==> config.mk <==
export PLATFORM = sky130hd
export DESIGN_NAME = bcd2bin_t
export DESIGN_NICKNAME = d
export VERILOG_FILES = /design/src/rtl/bcd2bin_pkg.sv /design/src/rtl/bcd2bin_t_mac10.sv /design/src/rtl/bcd2bin_t.sv
export SDC_FILE = /design/constraint.sdc
export NUM_CORES = 1
export LEC_CHECK = 0
export CAP_MARGIN = 0
export CORE_MARGIN = 2
export CORE_UTILIZATION = 49
export DETAILED_ROUTE_END_ITERATION = 8
export PLACE_DENSITY = 0.75
export SLEW_MARGIN = 20
export SYNTH_ARGS = -nofsm -noshare
export SYNTH_HDL_FRONTEND = slang
export SYNTH_SLANG_ARGS = --single-unit
==> constraint.sdc <==
create_clock -name clk -period 2.7 [get_ports clk]
set_input_delay 0.81 -clock clk [delete_from_list [all_inputs] [get_ports clk]]
set_output_delay 0.81 -clock clk [all_outputs]
set_load 0.05 [all_outputs]
==> src/rtl/bcd2bin_pkg.sv <==
// Shared types and constants for the BCD-to-binary converter.
// Digit widths, accumulator sizing and the converter state encoding.
package bcd2bin_pkg;

  localparam int BCD_DIGIT_W = 4;
  localparam int NUM_DIGITS  = 3;
  localparam int MAX_DIGIT   = 9;
  localparam int ACC_W       = 10;

  typedef enum logic [1:0] {
    IDLE   = 2'd0,
    CONV   = 2'd1,
    FINISH = 2'd2
  } state_t;

  function automatic logic digit_invalid(input logic [BCD_DIGIT_W-1:0] d);
    return d > BCD_DIGIT_W'(MAX_DIGIT);
  endfunction

endpackage

==> src/rtl/bcd2bin_t_mac10.sv <==
// Combinational multiply-by-ten-and-add step: o_acc = i_acc*10 + i_digit.
// Shift-and-add form keeps it a pair of adders with no multiplier.
module bcd_mac10
  import bcd2bin_pkg::*;
(
  input  logic [ACC_W-1:0]       i_acc,
  input  logic [BCD_DIGIT_W-1:0] i_digit,
  output logic [ACC_W-1:0]       o_acc
);

  assign o_acc = (i_acc << 3) + (i_acc << 1) + ACC_W'(i_digit);

endmodule

==> src/rtl/bcd2bin_t.sv <==
// Sequential three-digit signed BCD to two's-complement converter.
// One digit per enabled clock (H, T, U), then a range-checked result with a done pulse.
module bcd2bin_t
  import bcd2bin_pkg::*;
#(
  parameter int WORD_LENGTH = 8
) (
  input  logic                   clk,
  input  logic                   reset,
  input  logic                   enable,
  input  logic                   start,
  input  logic [3:0]             H,
  input  logic [3:0]             T,
  input  logic [3:0]             U,
  input  logic                   sign,
  output logic [WORD_LENGTH-1:0] bin,
  output logic                   busy,
  output logic                   done,
  output logic                   error,
  output logic [1:0]             dbg_state
);

  localparam int unsigned MAX_POS = (32'd1 << (WORD_LENGTH - 1)) - 32'd1;
  localparam int unsigned MAX_NEG = MAX_POS + 32'd1;

  state_t                 r_state, w_state_nxt;
  logic [BCD_DIGIT_W-1:0] r_h, r_t, r_u, w_h_nxt, w_t_nxt, w_u_nxt;
  logic                   r_sign, w_sign_nxt;
  logic [ACC_W-1:0]       r_acc, w_acc_nxt;
  logic [1:0]             r_idx, w_idx_nxt;
  logic                   r_invalid, w_invalid_nxt;
  logic [WORD_LENGTH-1:0] r_bin, w_bin_nxt;
  logic                   r_busy, w_busy_nxt;
  logic                   r_done, w_done_nxt;
  logic                   r_error, w_error_nxt;

  logic [BCD_DIGIT_W-1:0] w_digit;
  logic [ACC_W-1:0]       w_mac;
  logic [WORD_LENGTH-1:0] w_mag;
  logic [31:0]            w_acc32;
  logic                   w_over;

  // Digit index counts down 2,1,0 so hundreds enter the accumulator first.
  always_comb begin
    case (r_idx)
      2'd2:    w_digit = r_h;
      2'd1:    w_digit = r_t;
      default: w_digit = r_u;
    endcase
  end

  bcd_mac10 u_mac (
    .i_acc   (r_acc),
    .i_digit (w_digit),
    .o_acc   (w_mac)
  );

  assign w_mag   = WORD_LENGTH'(r_acc);
  assign w_acc32 = 32'(r_acc);
  // A negative result may reach one further than a positive one.
  assign w_over  = r_sign ? (w_acc32 > MAX_NEG) : (w_acc32 > MAX_POS);

  always_ff @(posedge clk or negedge reset) begin
    if (!reset) begin
      r_state   <= IDLE;
      r_h       <= '0;
      r_t       <= '0;
      r_u       <= '0;
      r_sign    <= 1'b0;
      r_acc     <= '0;
      r_idx     <= '0;
      r_invalid <= 1'b0;
      r_bin     <= '0;
      r_busy    <= 1'b0;
      r_done    <= 1'b0;
      r_error   <= 1'b0;
    end else if (enable) begin
      r_state   <= w_state_nxt;
      r_h       <= w_h_nxt;
      r_t       <= w_t_nxt;
      r_u       <= w_u_nxt;
      r_sign    <= w_sign_nxt;
      r_acc     <= w_acc_nxt;
      r_idx     <= w_idx_nxt;
      r_invalid <= w_invalid_nxt;
      r_bin     <= w_bin_nxt;
      r_busy    <= w_busy_nxt;
      r_done    <= w_done_nxt;
      r_error   <= w_error_nxt;
    end
  end

  always_comb begin
    w_state_nxt   = r_state;
    w_h_nxt       = r_h;
    w_t_nxt       = r_t;
    w_u_nxt       = r_u;
    w_sign_nxt    = r_sign;
    w_acc_nxt     = r_acc;
    w_idx_nxt     = r_idx;
    w_invalid_nxt = r_invalid;
    w_bin_nxt     = r_bin;
    w_busy_nxt    = r_busy;
    w_done_nxt    = 1'b0;
    w_error_nxt   = r_error;
    case (r_state)
      IDLE: begin
        if (start) begin
          w_h_nxt       = H;
          w_t_nxt       = T;
          w_u_nxt       = U;
          w_sign_nxt    = sign;
          w_acc_nxt     = '0;
          w_idx_nxt     = 2'd2;
          w_invalid_nxt = 1'b0;
          w_error_nxt   = 1'b0;
          w_busy_nxt    = 1'b1;
          w_state_nxt   = CONV;
        end
      end
      CONV: begin
        w_acc_nxt = w_mac;
        if (digit_invalid(w_digit)) w_invalid_nxt = 1'b1;
        if (r_idx == 2'd0) w_state_nxt = FINISH;
        else               w_idx_nxt   = r_idx - 2'd1;
      end
      FINISH: begin
        if (r_invalid || w_over) begin
          w_bin_nxt   = '0;
          w_error_nxt = 1'b1;
        end else begin
          w_bin_nxt   = r_sign ? (-w_mag) : w_mag;
          w_error_nxt = 1'b0;
        end
        w_done_nxt  = 1'b1;
        w_busy_nxt  = 1'b0;
        w_state_nxt = IDLE;
      end
      default: w_state_nxt = IDLE;
    endcase
  end

  assign bin       = r_bin;
  assign busy      = r_busy;
  assign done      = r_done;
  assign error     = r_error;
  assign dbg_state = r_state;

endmodule
==> results.cfg <==
[detailed_routing]
drt_first_pass_iters = 4
dr_total_vias = 1630
viasPerCell = 5.36
ant_nets = 0
first_iter_violations = 97
post_drt_wl_per_cell_um = 15.0
drcViolationCount = 0
totalWireLength_um = 4560

[worst_setup_path]
crit_path_end_kind = register
critical_path.top_delay_family = adder cells
crit_chain = buf_6 -> ha_4 -> a22oi_2 -> a21oi_2 -> ha_1 -> ha_4 -> fa_2 -> a21oi_2 -> o21ai_2 -> a21oi_2 -> xor2_1 -> o21ai_1
cp-start-kind = register
slowest_delay_ps = 400
required_ps = 2880
critPathMostFrequentCell = a21oi_2
path_max_fanout = 4
crit_arrival_ps = 2850
crit_type = reg -> reg
critical_path_buf_inv_count = 1
crit_slowest_cell = dfrtp_1

[grt]
first_global_vias = 1651
antenna_found_initial = 0
grt_usage_pct = 19.9
grt_pass1_wl_um = 7760
grt_max_degree = 40
grt_overflow = 0

[floorplanning]
initial_core_util_pct = 50.2
dieArea_um2 = 4980
num_rows = 24
io_pins = 30
die_w_um = 70.5
fp.coreArea_um2 = 4320
die_y_um = 70.5

[clock_tree]
h-tree-depth = 2
clkSlewWorstSetupHoldPaths_ps = 80
cts_root_buffer = clkbuf_8
hold_buffers = 0
cts_tree = done
cts.sinks = 39
tritoncts.num_buffers = 5
cts_max_path_buffers = 2
clk_latency_ps = 290

[layout]
diodes = 0
multi_input_area_um2 = 1200
layout.nets = 288
fill_cells = 341
layout_commonest_cell = dfrtp_1
drive_above_1_share_pct = 22.6
final_cell_mix = dfrtp_1 (39), clkdlybuf4s50_1 (28), nand2_1 (26), buf_4 (15), ha_1 (14)
seq_area_um2 = 976
fin_util_pct = 65.5
post-route-cell-area_um2 = 2830
syn_to_final_growth_pct = 30.4

[timing]
fin_crit_sh_pct = 99.0
finalSetupViolCount = 0
hold_viol = 0
drv_slew = 0
rsz0062_at_grt = yes
relSlewSlack_pct = 41.9
fin_tns_setup_ps = 0
skew_ps = 6.77
worst_pin_slew_ps = 872
min_period_ps = 2670
fmax_mhz = 374
holdWs_ps = 480

[power]
power_density_nw_per_um2 = 1360
swShare_pct = 42.2
p_total_w = 0.00385
seqPwrFrac_pct = 27.9
power.switching_w = 0.00163
p_int_w = 0.00223
pwr-share-clk_pct = 15.0
p_leak_nw = 1.26
vdd_drop_max_mv = 0.635
combPwrFrac_pct = 57.1

[synth]
ys_seq_area_share_pct = 45.0
synth.distinct_cells = 36
yosys_warnings = 0
async_flop_share_pct = 100
synthCells = 206
syn_area_um2 = 2170
syn_nets = 243
netlist_top_cells_area = dfrtp_1 (45%), ha_1 (10%), mux2_2 (6.7%)
yosysTopAreaCellShare_pct = 45.0
ys_seq_elements = 39
synth_area_leader_cell = dfrtp_1
synth_edf_count = 0
postSynthAreaPerCell_um2 = 10.5
synthFlopType = dfrtp_1

[placed_design]
place.gp.congestion = 0.813
io_buffers = 29
dp_hpwl_um = 3170
placed_area_um2 = 2550

[run]
drv_cap = 0

[min_path]
hold_class = reg -> reg

[status]
status = completed
## worst paths after layout
kind,depth (start not counted),endpoint,slack [ps],startpoint
hold reg to reg,2,bin[6],480,bin[6]
setup reg to reg,12,r_acc[8],30,r_idx[1]
min in group asynchronous,1,bin[5],620,reset
hold / removal,2,bin[6],480,bin[6]
max in group asynchronous,1,r_t[3],1520,reset
setup / recovery,12,r_acc[8],30,r_idx[1]
## through the flow
stage	instances	setup slack, ps
global route	304	-73.2
floorplan	206	42.7
global placement	288	20.0
finish	304	28.3
CTS	302	5.22
detailed placement	288	-73.7
## metal layers
layer  vias up  GRT usage, %  part of all wire, %
li1        807             -                    -
met1       778          26.4                   46
met2        36          32.4                   49
met3         9          3.70                  3.0
met4         0          8.18                  2.0
met5         -             0                    0
## registers in the layout (all words and copies together) (netlist names)
name / flops
bin: 8
busy: 1
dbg_state: 2
done: 1
error: 1
r_acc: 10
r_h: 4
r_idx: 2
r_invalid: 1
r_sign: 1
r_t: 4
r_u: 4
## timing repair
action	CTS	global route
buffers inserted	6	2
pin swaps	8	8
resized for setup	13	8
endpoints found under the setup margin	1	4
## cell usage after synthesis, types with 2 or more instances
master / number
xor2_1: 6
dfrtp_1: 39
nor2_1: 9
nand2_1: 26
ha_1: 18
fa_1: 2
a21oi_1: 11
o21ai_0: 15
inv_1: 12
clkbuf_1: 3
mux2_2: 13
a22o_1: 5
a22oi_1: 4
o21ai_1: 7
buf_2: 4
nand3_1: 2
xnor2_1: 7
nor2b_1: 4
mux2i_1: 2
## tightest hold or removal path, cell delays in order (launching register included)
cell and delay, ps:
dfrtp_1 340, nand2_1 50, o21ai_1 60
## kinds of logic (layout without fill, tap and decap cells)
family                   Yosys count  count (layout)  share of synthesized area, %
AND/OR/NAND/NOR                   51              51                          11.8
AO/OA/AOI/OAI                     49              49                          14.6
flip-flops                        39              39                          45.0
adder cells (fa/ha/maj)           20              20                          12.2
buffers and inverters             19              65                          3.52
multiplexers                      15              15                          7.67
XOR/XNOR                          13              13                          5.25
## power by group through the flow
stage | combinational (W) | sequential (W) | clock (W)
floorplan | 0.00118 | 0.00126 | 0
detailed placement | 0.00189 | 0.00108 | 0
global route | 0.00243 | 0.00111 | 0.000609
finish | 0.00220 | 0.00108 | 0.000577
global placement | 0.00182 | 0.00108 | 0
CTS | 0.00207 | 0.00107 | 0.000582
## layout make-up
| type | count | share of cell area, % |
|---|---|---|
| clock buffer | 6 | 2.56 |
| clock inverter | 2 | 2.12 |
| tap | 52 | 2.30 |
| timing repair buffer | 45 | 14.5 |
| multi-input combinational | 148 | 42.5 |
| sequential | 39 | 34.5 |
| inverter | 12 | 1.59 |
(Power assumes the default switching activity.)
